--- config.mk ---
export PLATFORM = sky130hd
export DESIGN_NAME = adder_error_monitor_flat
export DESIGN_NICKNAME = d
export VERILOG_FILES = /design/src/rtl/adder_error_monitor_if.sv /design/src/rtl/adder_error_monitor.sv /design/src/flat_wrapper.sv
export SDC_FILE = /design/constraint.sdc
export NUM_CORES = 1
export LEC_CHECK = 0
export CELL_PAD_IN_SITES_DETAIL_PLACEMENT = 2
export CELL_PAD_IN_SITES_GLOBAL_PLACEMENT = 2
export CORE_ASPECT_RATIO = 0.7
export CORE_MARGIN = 5
export CORE_UTILIZATION = 30
export CTS_CLUSTER_SIZE = 25
export DETAILED_ROUTE_END_ITERATION = 7
export GPL_TIMING_DRIVEN = 0
export PLACE_DENSITY_LB_ADDON = 0.08
export SLEW_MARGIN = 20
export SYNTH_ARGS = -nofsm -noshare
export SYNTH_HDL_FRONTEND = slang
export SYNTH_SLANG_ARGS = --single-unit
--- constraint.sdc ---
create_clock -name clk -period 2.4 [get_ports clk]
set_input_delay 0.48 -clock clk [delete_from_list [all_inputs] [get_ports clk]]
set_output_delay 0.48 -clock clk [all_outputs]
set_load 0.02 [all_outputs]
--- src/rtl/adder_error_monitor_if.sv ---
// Sample/statistics port bundle for the adder error monitor.
// The master side is the upstream adder stage and the characterisation consumer;
// the slave side is the monitor itself.
interface adder_error_monitor_if #(
  parameter int WIDTH = 5,
  parameter int CNT_W = 16,
  parameter int ACC_W = 24
);
  logic             start;
  logic             abort;
  logic             in_valid;
  logic             in_ready;
  logic [WIDTH-1:0] exact_sum;
  logic [WIDTH-1:0] approx_sum;
  logic             busy;
  logic             out_valid;
  logic             out_ready;
  logic [CNT_W-1:0] err_count;
  logic [WIDTH-1:0] max_ed;
  logic [ACC_W-1:0] sum_ed;
  logic             sat;

  modport master (
    output start, abort, in_valid, exact_sum, approx_sum, out_ready,
    input  in_ready, busy, out_valid, err_count, max_ed, sum_ed, sat
  );

  modport slave (
    input  start, abort, in_valid, exact_sum, approx_sum, out_ready,
    output in_ready, busy, out_valid, err_count, max_ed, sum_ed, sat
  );
endinterface

--- src/rtl/adder_error_monitor.sv ---
// Error-distance monitor for an approximate adder: over a window of WINDOW
// samples it counts mismatches, tracks the largest error distance and sums
// the error distances (saturating), then offers the result on a valid/ready port.
// Two-stage datapath: stage 1 registers |exact-approx|, stage 2 accumulates.
module adder_error_monitor #(
  parameter int WIDTH  = 5,
  parameter int WINDOW = 256,
  parameter int CNT_W  = 16,
  parameter int ACC_W  = 24
) (
  input  logic                  clk,
  input  logic                  rst_n,
  adder_error_monitor_if.slave  bus
);

  typedef enum logic [1:0] {
    S_IDLE   = 2'd0,
    S_RUN    = 2'd1,
    S_DRAIN  = 2'd2,
    S_REPORT = 2'd3
  } state_t;

  localparam logic [CNT_W-1:0] WIN_C    = CNT_W'(WINDOW);
  localparam logic [CNT_W-1:0] WIN_LAST = CNT_W'(WINDOW - 1);

  state_t           r_state;
  state_t           w_state_next;
  logic             w_in_ready;
  logic             w_accept;
  logic             w_clear;
  logic             w_flush;

  logic [CNT_W-1:0] r_cnt;
  logic [WIDTH-1:0] r_ed;
  logic             r_neq;
  logic             r_pipe_valid;

  logic [CNT_W-1:0] r_err_count;
  logic [WIDTH-1:0] r_max_ed;
  logic [ACC_W-1:0] r_sum_ed;
  logic             r_sat;

  logic [WIDTH:0]   w_diff;
  logic [WIDTH-1:0] w_ed;
  logic [ACC_W:0]   w_sum_ext;

  // One extra bit keeps the sign of the difference so the distance never wraps.
  assign w_diff    = {1'b0, bus.exact_sum} - {1'b0, bus.approx_sum};
  assign w_ed      = w_diff[WIDTH] ? (bus.approx_sum - bus.exact_sum) : w_diff[WIDTH-1:0];
  // The carry out of this add is exactly the "true sum exceeded the range" flag.
  assign w_sum_ext = {1'b0, r_sum_ed} + (ACC_W+1)'(r_ed);

  assign bus.in_ready  = w_in_ready;
  assign bus.busy      = (r_state == S_RUN) || (r_state == S_DRAIN);
  assign bus.out_valid = (r_state == S_REPORT);
  assign bus.err_count = r_err_count;
  assign bus.max_ed    = r_max_ed;
  assign bus.sum_ed    = r_sum_ed;
  assign bus.sat       = r_sat;

  // State register.
  always_ff @(posedge clk or negedge rst_n) begin
    if (!rst_n) begin
      r_state <= S_IDLE;
    end else begin
      r_state <= w_state_next;
    end
  end

  // Next-state and handshake decode; abort beats a simultaneous sample.
  always_comb begin
    w_state_next = r_state;
    w_in_ready   = 1'b0;
    w_accept     = 1'b0;
    w_clear      = 1'b0;
    w_flush      = 1'b0;
    case (r_state)
      S_IDLE: begin
        if (bus.start) begin
          w_state_next = S_RUN;
          w_clear      = 1'b1;
        end
      end
      S_RUN: begin
        w_in_ready = (r_cnt < WIN_C);
        if (bus.abort) begin
          w_state_next = S_IDLE;
          w_flush      = 1'b1;
        end else if (bus.in_valid && w_in_ready) begin
          w_accept = 1'b1;
          if (r_cnt == WIN_LAST) begin
            w_state_next = S_DRAIN;
          end
        end
      end
      S_DRAIN: begin
        if (bus.abort) begin
          w_state_next = S_IDLE;
          w_flush      = 1'b1;
        end else if (r_pipe_valid) begin
          w_state_next = S_REPORT;
        end
      end
      S_REPORT: begin
        if (bus.out_ready) begin
          w_state_next = S_IDLE;
        end
      end
      default: begin
        w_state_next = S_IDLE;
      end
    endcase
  end

  // Stage 1: capture the per-sample distance and advance the sample counter.
  always_ff @(posedge clk or negedge rst_n) begin
    if (!rst_n) begin
      r_cnt        <= '0;
      r_ed         <= '0;
      r_neq        <= 1'b0;
      r_pipe_valid <= 1'b0;
    end else if (w_clear) begin
      r_cnt        <= '0;
      r_pipe_valid <= 1'b0;
    end else begin
      r_pipe_valid <= w_accept;
      if (w_accept) begin
        r_ed  <= w_ed;
        r_neq <= (bus.exact_sum != bus.approx_sum);
        r_cnt <= r_cnt + CNT_W'(1);
      end
    end
  end

  // Stage 2: fold the registered distance into the window statistics.
  always_ff @(posedge clk or negedge rst_n) begin
    if (!rst_n) begin
      r_err_count <= '0;
      r_max_ed    <= '0;
      r_sum_ed    <= '0;
      r_sat       <= 1'b0;
    end else if (w_clear) begin
      r_err_count <= '0;
      r_max_ed    <= '0;
      r_sum_ed    <= '0;
      r_sat       <= 1'b0;
    end else if (r_pipe_valid && !w_flush) begin
      if (r_neq) begin
        r_err_count <= r_err_count + CNT_W'(1);
      end
      if (r_ed > r_max_ed) begin
        r_max_ed <= r_ed;
      end
      if (w_sum_ext[ACC_W]) begin
        r_sum_ed <= '1;
        r_sat    <= 1'b1;
      end else begin
        r_sum_ed <= w_sum_ext[ACC_W-1:0];
      end
    end
  end

endmodule

--- src/flat_wrapper.sv ---
// flat-port wrapper written by rule: the top's interface ports become plain ports
module adder_error_monitor_flat 
#(
  parameter int WIDTH  = 5,
  parameter int WINDOW = 256,
  parameter int CNT_W  = 16,
  parameter int ACC_W  = 24
)
  (clk, rst_n, bus_start, bus_abort, bus_in_valid, bus_exact_sum, bus_approx_sum, bus_out_ready, bus_in_ready, bus_busy, bus_out_valid, bus_err_count, bus_max_ed, bus_sum_ed, bus_sat);
  adder_error_monitor_if #(.WIDTH(WIDTH), .CNT_W(CNT_W), .ACC_W(ACC_W)) bus_i ();
  input  logic clk;
  input  logic rst_n;
  input wire logic [$bits(bus_i.start)-1:0] bus_start;
  input wire logic [$bits(bus_i.abort)-1:0] bus_abort;
  input wire logic [$bits(bus_i.in_valid)-1:0] bus_in_valid;
  input wire logic [$bits(bus_i.exact_sum)-1:0] bus_exact_sum;
  input wire logic [$bits(bus_i.approx_sum)-1:0] bus_approx_sum;
  input wire logic [$bits(bus_i.out_ready)-1:0] bus_out_ready;
  output wire logic [$bits(bus_i.in_ready)-1:0] bus_in_ready;
  output wire logic [$bits(bus_i.busy)-1:0] bus_busy;
  output wire logic [$bits(bus_i.out_valid)-1:0] bus_out_valid;
  output wire logic [$bits(bus_i.err_count)-1:0] bus_err_count;
  output wire logic [$bits(bus_i.max_ed)-1:0] bus_max_ed;
  output wire logic [$bits(bus_i.sum_ed)-1:0] bus_sum_ed;
  output wire logic [$bits(bus_i.sat)-1:0] bus_sat;
  assign bus_i.start = bus_start;
  assign bus_i.abort = bus_abort;
  assign bus_i.in_valid = bus_in_valid;
  assign bus_i.exact_sum = bus_exact_sum;
  assign bus_i.approx_sum = bus_approx_sum;
  assign bus_i.out_ready = bus_out_ready;
  assign bus_in_ready = bus_i.in_ready;
  assign bus_busy = bus_i.busy;
  assign bus_out_valid = bus_i.out_valid;
  assign bus_err_count = bus_i.err_count;
  assign bus_max_ed = bus_i.max_ed;
  assign bus_sum_ed = bus_i.sum_ed;
  assign bus_sat = bus_i.sat;
  adder_error_monitor #(.WIDTH(WIDTH), .WINDOW(WINDOW), .CNT_W(CNT_W), .ACC_W(ACC_W)) u_core (.clk(clk), .rst_n(rst_n), .bus(bus_i));
endmodule
======== Word level (Yosys, flattened, before mapping) ========
Index checks and enable logic that the tools add are counted.
word-level totals
  output and inout port bits .............. 49
  flip-flop bits (word level) ............. 71
cells by class
  $lt $le $gt $ge ......................... 2
  reductions and logical operators ........ 16
  add/subtract/negate cells ............... 5
  eq/ne operators ......................... 10
  bitwise gates (word level) .............. 1
  mux-type cells .......................... 32
operator list
  cell                   number
  $mux 16                5
  $mux 24                3
  $add 16x1->16 const B  2
  $add 24x5->25          1
  $mux 5                 4
  $eq 16x8->1 const B    1
  $lt 16x9->1 const B    1
  $mux 2                 7
  $mux 1                 12
  $reduce_bool 2->1      5
  $pmux 2 s4             1
  $reduce_and 2->1       4
  $ne 3x3->1 const B     2
  $sub 5x5->6            1
  $gt 5x5->1             1
  $ne 5x5->1             1
  $reduce_and 5->1       1
  $sub 5x5->5            1
  $eq 2x2->1 const B     2
  $ne 2x2->1 const B     2
  $ne 3x2->1 const B     1
  $eq 2x1->1 const B     1
  $logic_and 1x1->1      2
  $logic_not 2->1        1
  4 further kinds        4

======== Longest topological paths before layout ========
  word-level depth ........................ 7
  mapped depth ............................ 9

======== Worst setup path after synthesis ========
Ideal clock, no wire load.
  kind .................................... reg2reg
  from .................................... register u_core.r_sum_ed[0] (netlist: u_core.bus.sum_ed[0])
  to ...................................... register u_core.r_sum_ed[0] (netlist: u_core.bus.sum_ed[0])
  data required time ...................... 2.263 ns
  arrival time ............................ 2.270 ns
  library setup time ...................... 0.137 ns
  cell stages (with the launch flop) ...... 9
  path slack .............................. -0.006 ns
  cell sequence ........................... dfrtp_1 ha_1 fa_1 a211o_1 a21oi_1 nor4_4 nand2b_2 buf_6 a31oi_1
between the ends
  cells in the longest elaborated chain, start to end .. 4
ends and longest elaborated chain
  item                    RTL line                    text
  start, declared         adder_error_monitor.sv:40   logic [ACC_W-1:0] r_sum_ed;
  start signal, assigned  adder_error_monitor.sv:158  r_sum_ed <= w_sum_ext[ACC_W-1:0];
  $add 24x5->25           adder_error_monitor.sv:51   assign w_sum_ext = {1'b0, r_sum_ed} + (ACC_W+1)'(r_ed);
  $mux 24                 adder_error_monitor.sv:154  if (w_sum_ext[ACC_W]) begin
  $mux 24                 adder_error_monitor.sv:147  end else if (r_pipe_valid && !w_flush) begin
  $mux 24                 adder_error_monitor.sv:142  end else if (w_clear) begin
No other way between the ends. The select of a mux whose other input is x is not followed.
A chain may end at the register's enable or synchronous reset.

======== Worst setup path after layout ========
  from .................................... register u_core.r_state[0]
  to ...................................... output port bus_busy
between the ends
  cells in the longest elaborated chain, start to end .. 2
  elaborated cells on any way between the ends .. 3
  classes of those cells .................. 2 x eq/ne; 1 x reduce/logical
ends and longest elaborated chain
  item                                             RTL line                   text
  start, declared                                  adder_error_monitor.sv:26  state_t r_state;
  start signal, assigned                           adder_error_monitor.sv:66  r_state <= w_state_next;
  $eq 2x1->1 / $eq 2x2->1 (equally long branches)  adder_error_monitor.sv:54  assign bus.busy = (r_state == S_RUN) || (r_state == S_DRAIN);
  $logic_or 1x1->1 *                               adder_error_monitor.sv:54
  end, declared                                    flat_wrapper.sv:20         output wire logic [$bits(bus_i.busy)-1:0] bus_busy;
Mark *: on every way between the ends. The rest lies on a longest branch, timed or not.

==> metrics.txt <==
Synth cell types=61; worst skew pair latency=340 ps; Layout Utilization=40.0%; top_reg_cell synth=dfrtp_1; LEAKAGE=0.00237 µW; Nets=564; Fmax achieved=427 MHz; RePlAce Congestion=0.755; die area=0.0166 mm²; CORE AREA=0.0139 mm²; Initial Util=30.5%; FF-to-FF Start=u_core.r_state[0]$_DFFE_PN0P_; skew final=6.23 ps; Vias per Instance=5.09; clock slew at reported path FFs=60 ps; # rows=36; CP max FO=4; Worst Path Class, Setup=reg2out; Root Buffer=clkbuf_16; fin cells=714; flops & latches, synth=71; TritonCTS clock tree=yes; CTS Buffer Depth=2; Post-synth EDFFs=0; period utilisation layout=97.6%; Cells after DPL=697; PwrDens=882 mW/mm²; GRT Resource Usage Total=15.9%; WL per Instance=17.9 µm; Congestion Overflow GR=0; outcome=finished, final reports clean; Worst setup EP type=output pin; Worst Path Arrival=1860 ps; DRC violations left=0; Post-Syn Area=0.00423 mm²; IO Pins=65; IO Port Bufs=64; detailed placer's ending HPWL=9.53 mm; Pre-antenna DRT Iters=4; Mapped Cells=442; per-instance average area after synthesis=9.58 µm²; Setup TNS=0 ps; hold-fix buffers at CTS=0; Setup crit start kind=flip-flop; Max Cap Viol=0; sequential share of the synthesized area=42.0%; Slew Limit Headroom=45.5%; HP Class=in2async; DRT Wirelength=12.8 mm; vias in the first global route=4083; Slew @ Worst Pin=811 ps; VDD IR max=0.519 mV; origin of the worst setup path=u_core.r_state[0]$_DFFE_PN0P_; Period minus WS final=2340 ps; largest net degree at the start of global routing=53; worst endpoint required time=1920 ps; Num CTS Buffers=9; syn nets=487; Clock Sinks=71; DRT antenna net count=0; final slew viol count=0; Area Growth Syn to Fin=31.0%; first-pass GRT wire length=21.5 mm; drt initial violations=97; Ys Warns=0; diode count=0; antenna violations before repair=0; Hold Slack=22.4 ps; die span in x=152 µm; Filler cells=1546; H-tree depth=3; ys async rst share=100%; Final Hold Viols=0; vias=3636; Die H=109 µm; Final setup viols=0; share of cells above drive strength 1=10.7%
## kinds of logic after synthesis
logic type | after synthesis | share of synthesized area, %
flops | 71 | 42.0
xor+xnor | 33 | 6.83
mux | 9 | 2.13
buf+inv | 46 | 4.43
simple gates | 168 | 22.0
fa+ha+maj | 29 | 9.10
compound gates | 86 | 13.6
## final timing paths
kind	to	cells after the start	slack, ps
max in group asynchronous	u_core.r_cnt[7]$_DFFE_PN0P_	2	1800
min in group clk	u_core.bus.sat$_DFFE_PN0P_	2	540
worst max register to register	u_core.bus.max_ed[1]$_DFFE_PN0P_	7	140
worst max-delay path	bus_busy	3	60
worst min-delay path	u_core.bus.sum_ed[7]$_DFFE_PN0P_	1	20
worst min register to register	u_core.bus.sat$_DFFE_PN0P_	2	540
## state kept, by name, indices dropped and copies added, names as in the netlist
| register | count |
|---|---|
| u_core.bus.err_count | 16 |
| u_core.bus.sum_ed | 24 |
| u_core.r_pipe_valid | 1 |
| u_core.r_ed | 5 |
| u_core.r_state | 2 |
| u_core.r_cnt | 16 |
| u_core.r_neq | 1 |
| u_core.bus.sat | 1 |
| u_core.bus.max_ed | 5 |
## final cells by class
class                      count  area (µm²)  share of cell area, %
inverter                      32         120                   2.17
buffer                        11        56.3                   1.02
tap                          190         238                   4.29
sequential                    71        1780                   32.0
clock inverter                 5        31.3                  0.564
timing repair buffer          69         694                   12.5
multi-input combinational    325        2380                   42.8
clock buffer                  11         253                   4.56
## worst max-delay path, stage by stage (launching register included)
cell,delay [ps]
dfrtp_1,400
inv_1,110
ha_2,390
clkdlybuf4s50_1,620
## cells in the final DEF (no fill, tap or decap), types with 12 or more instances in the layout
cell type / synthesis / layout
ha_1: 26 / 24
dfrtp_1: 71 / 71
nand4_1: 14 / 14
clkdlybuf4s50_1: 0 / 62
xnor2_1: 21 / 21
inv_1: 32 / 31
xor2_1: 12 / 12
a21oi_1: 25 / 23
nor2_1: 37 / 36
nand2_1: 35 / 34
## where the power goes
part | switching (µW) | total, µW | internal [µW] | leakage (µW)
registers | 199 | 1560 | 1360 | 0.000973
logic | 1230 | 2040 | 809 | 0.00126
clock network | 533 | 1290 | 754 | 0.000142
total | 1960 | 4890 | 2920 | 0.00237
## cells in the mapped netlist (3+ instances only)
cell	number	area share (%)
dfrtp_1	71	42
nor2_1	37	3.3
nand2_1	35	3.1
inv_1	32	2.8
ha_1	26	7.7
a21oi_1	25	3.0
xnor2_1	21	4.3
nand4_1	14	2.1
clkbuf_1	12	1.1
xor2_1	12	2.5
a31oi_1	10	1.5
and2_1	10	1.5
and3_1	10	1.5
nand3_1	10	1.2
mux2i_1	9	2.1
nor3_1	9	1.1
o21ai_0	9	1.1
nor4_1	8	1.2
a211oi_1	7	1.2
nor2b_1	6	0.89
a21o_1	5	0.89
nor4b_1	5	1.0
o211ai_1	4	0.71
or2_2	4	0.59
and4_1	3	0.62
fa_1	3	1.4
## layer usage
metal	up-vias	share of wire, %	track usage [%]
met3	5	2.8	4.45
met5	-	0	0
met4	0	0.33	2.50
met2	42	47	25.9
li1	1727	-	-
met1	1862	50	21.7
## through the flow
stage | setup slack [ps] | total power, µW | area [µm²]
6_report | 57.2 | 4890 | 5550
3_3_place_gp | -1870 | 3400 | 5120
3_5_place_dp | -520 | 3470 | 5140
5_1_grt | -21.3 | 5240 | 5550
2_1_floorplan | 143 | 2730 | 4240
4_1_cts | 23.9 | 4880 | 5490
## what timing repair did
item | 4_1_cts | 5_1_grt
setup buffers | 3 | 1
gates resized for setup | 10 | 13
endpoints found under the setup margin | 41 | 41
pin swaps | 1 | 3
cloned | 0 | 0
Note: power is estimated with default switching activity, not from simulation.
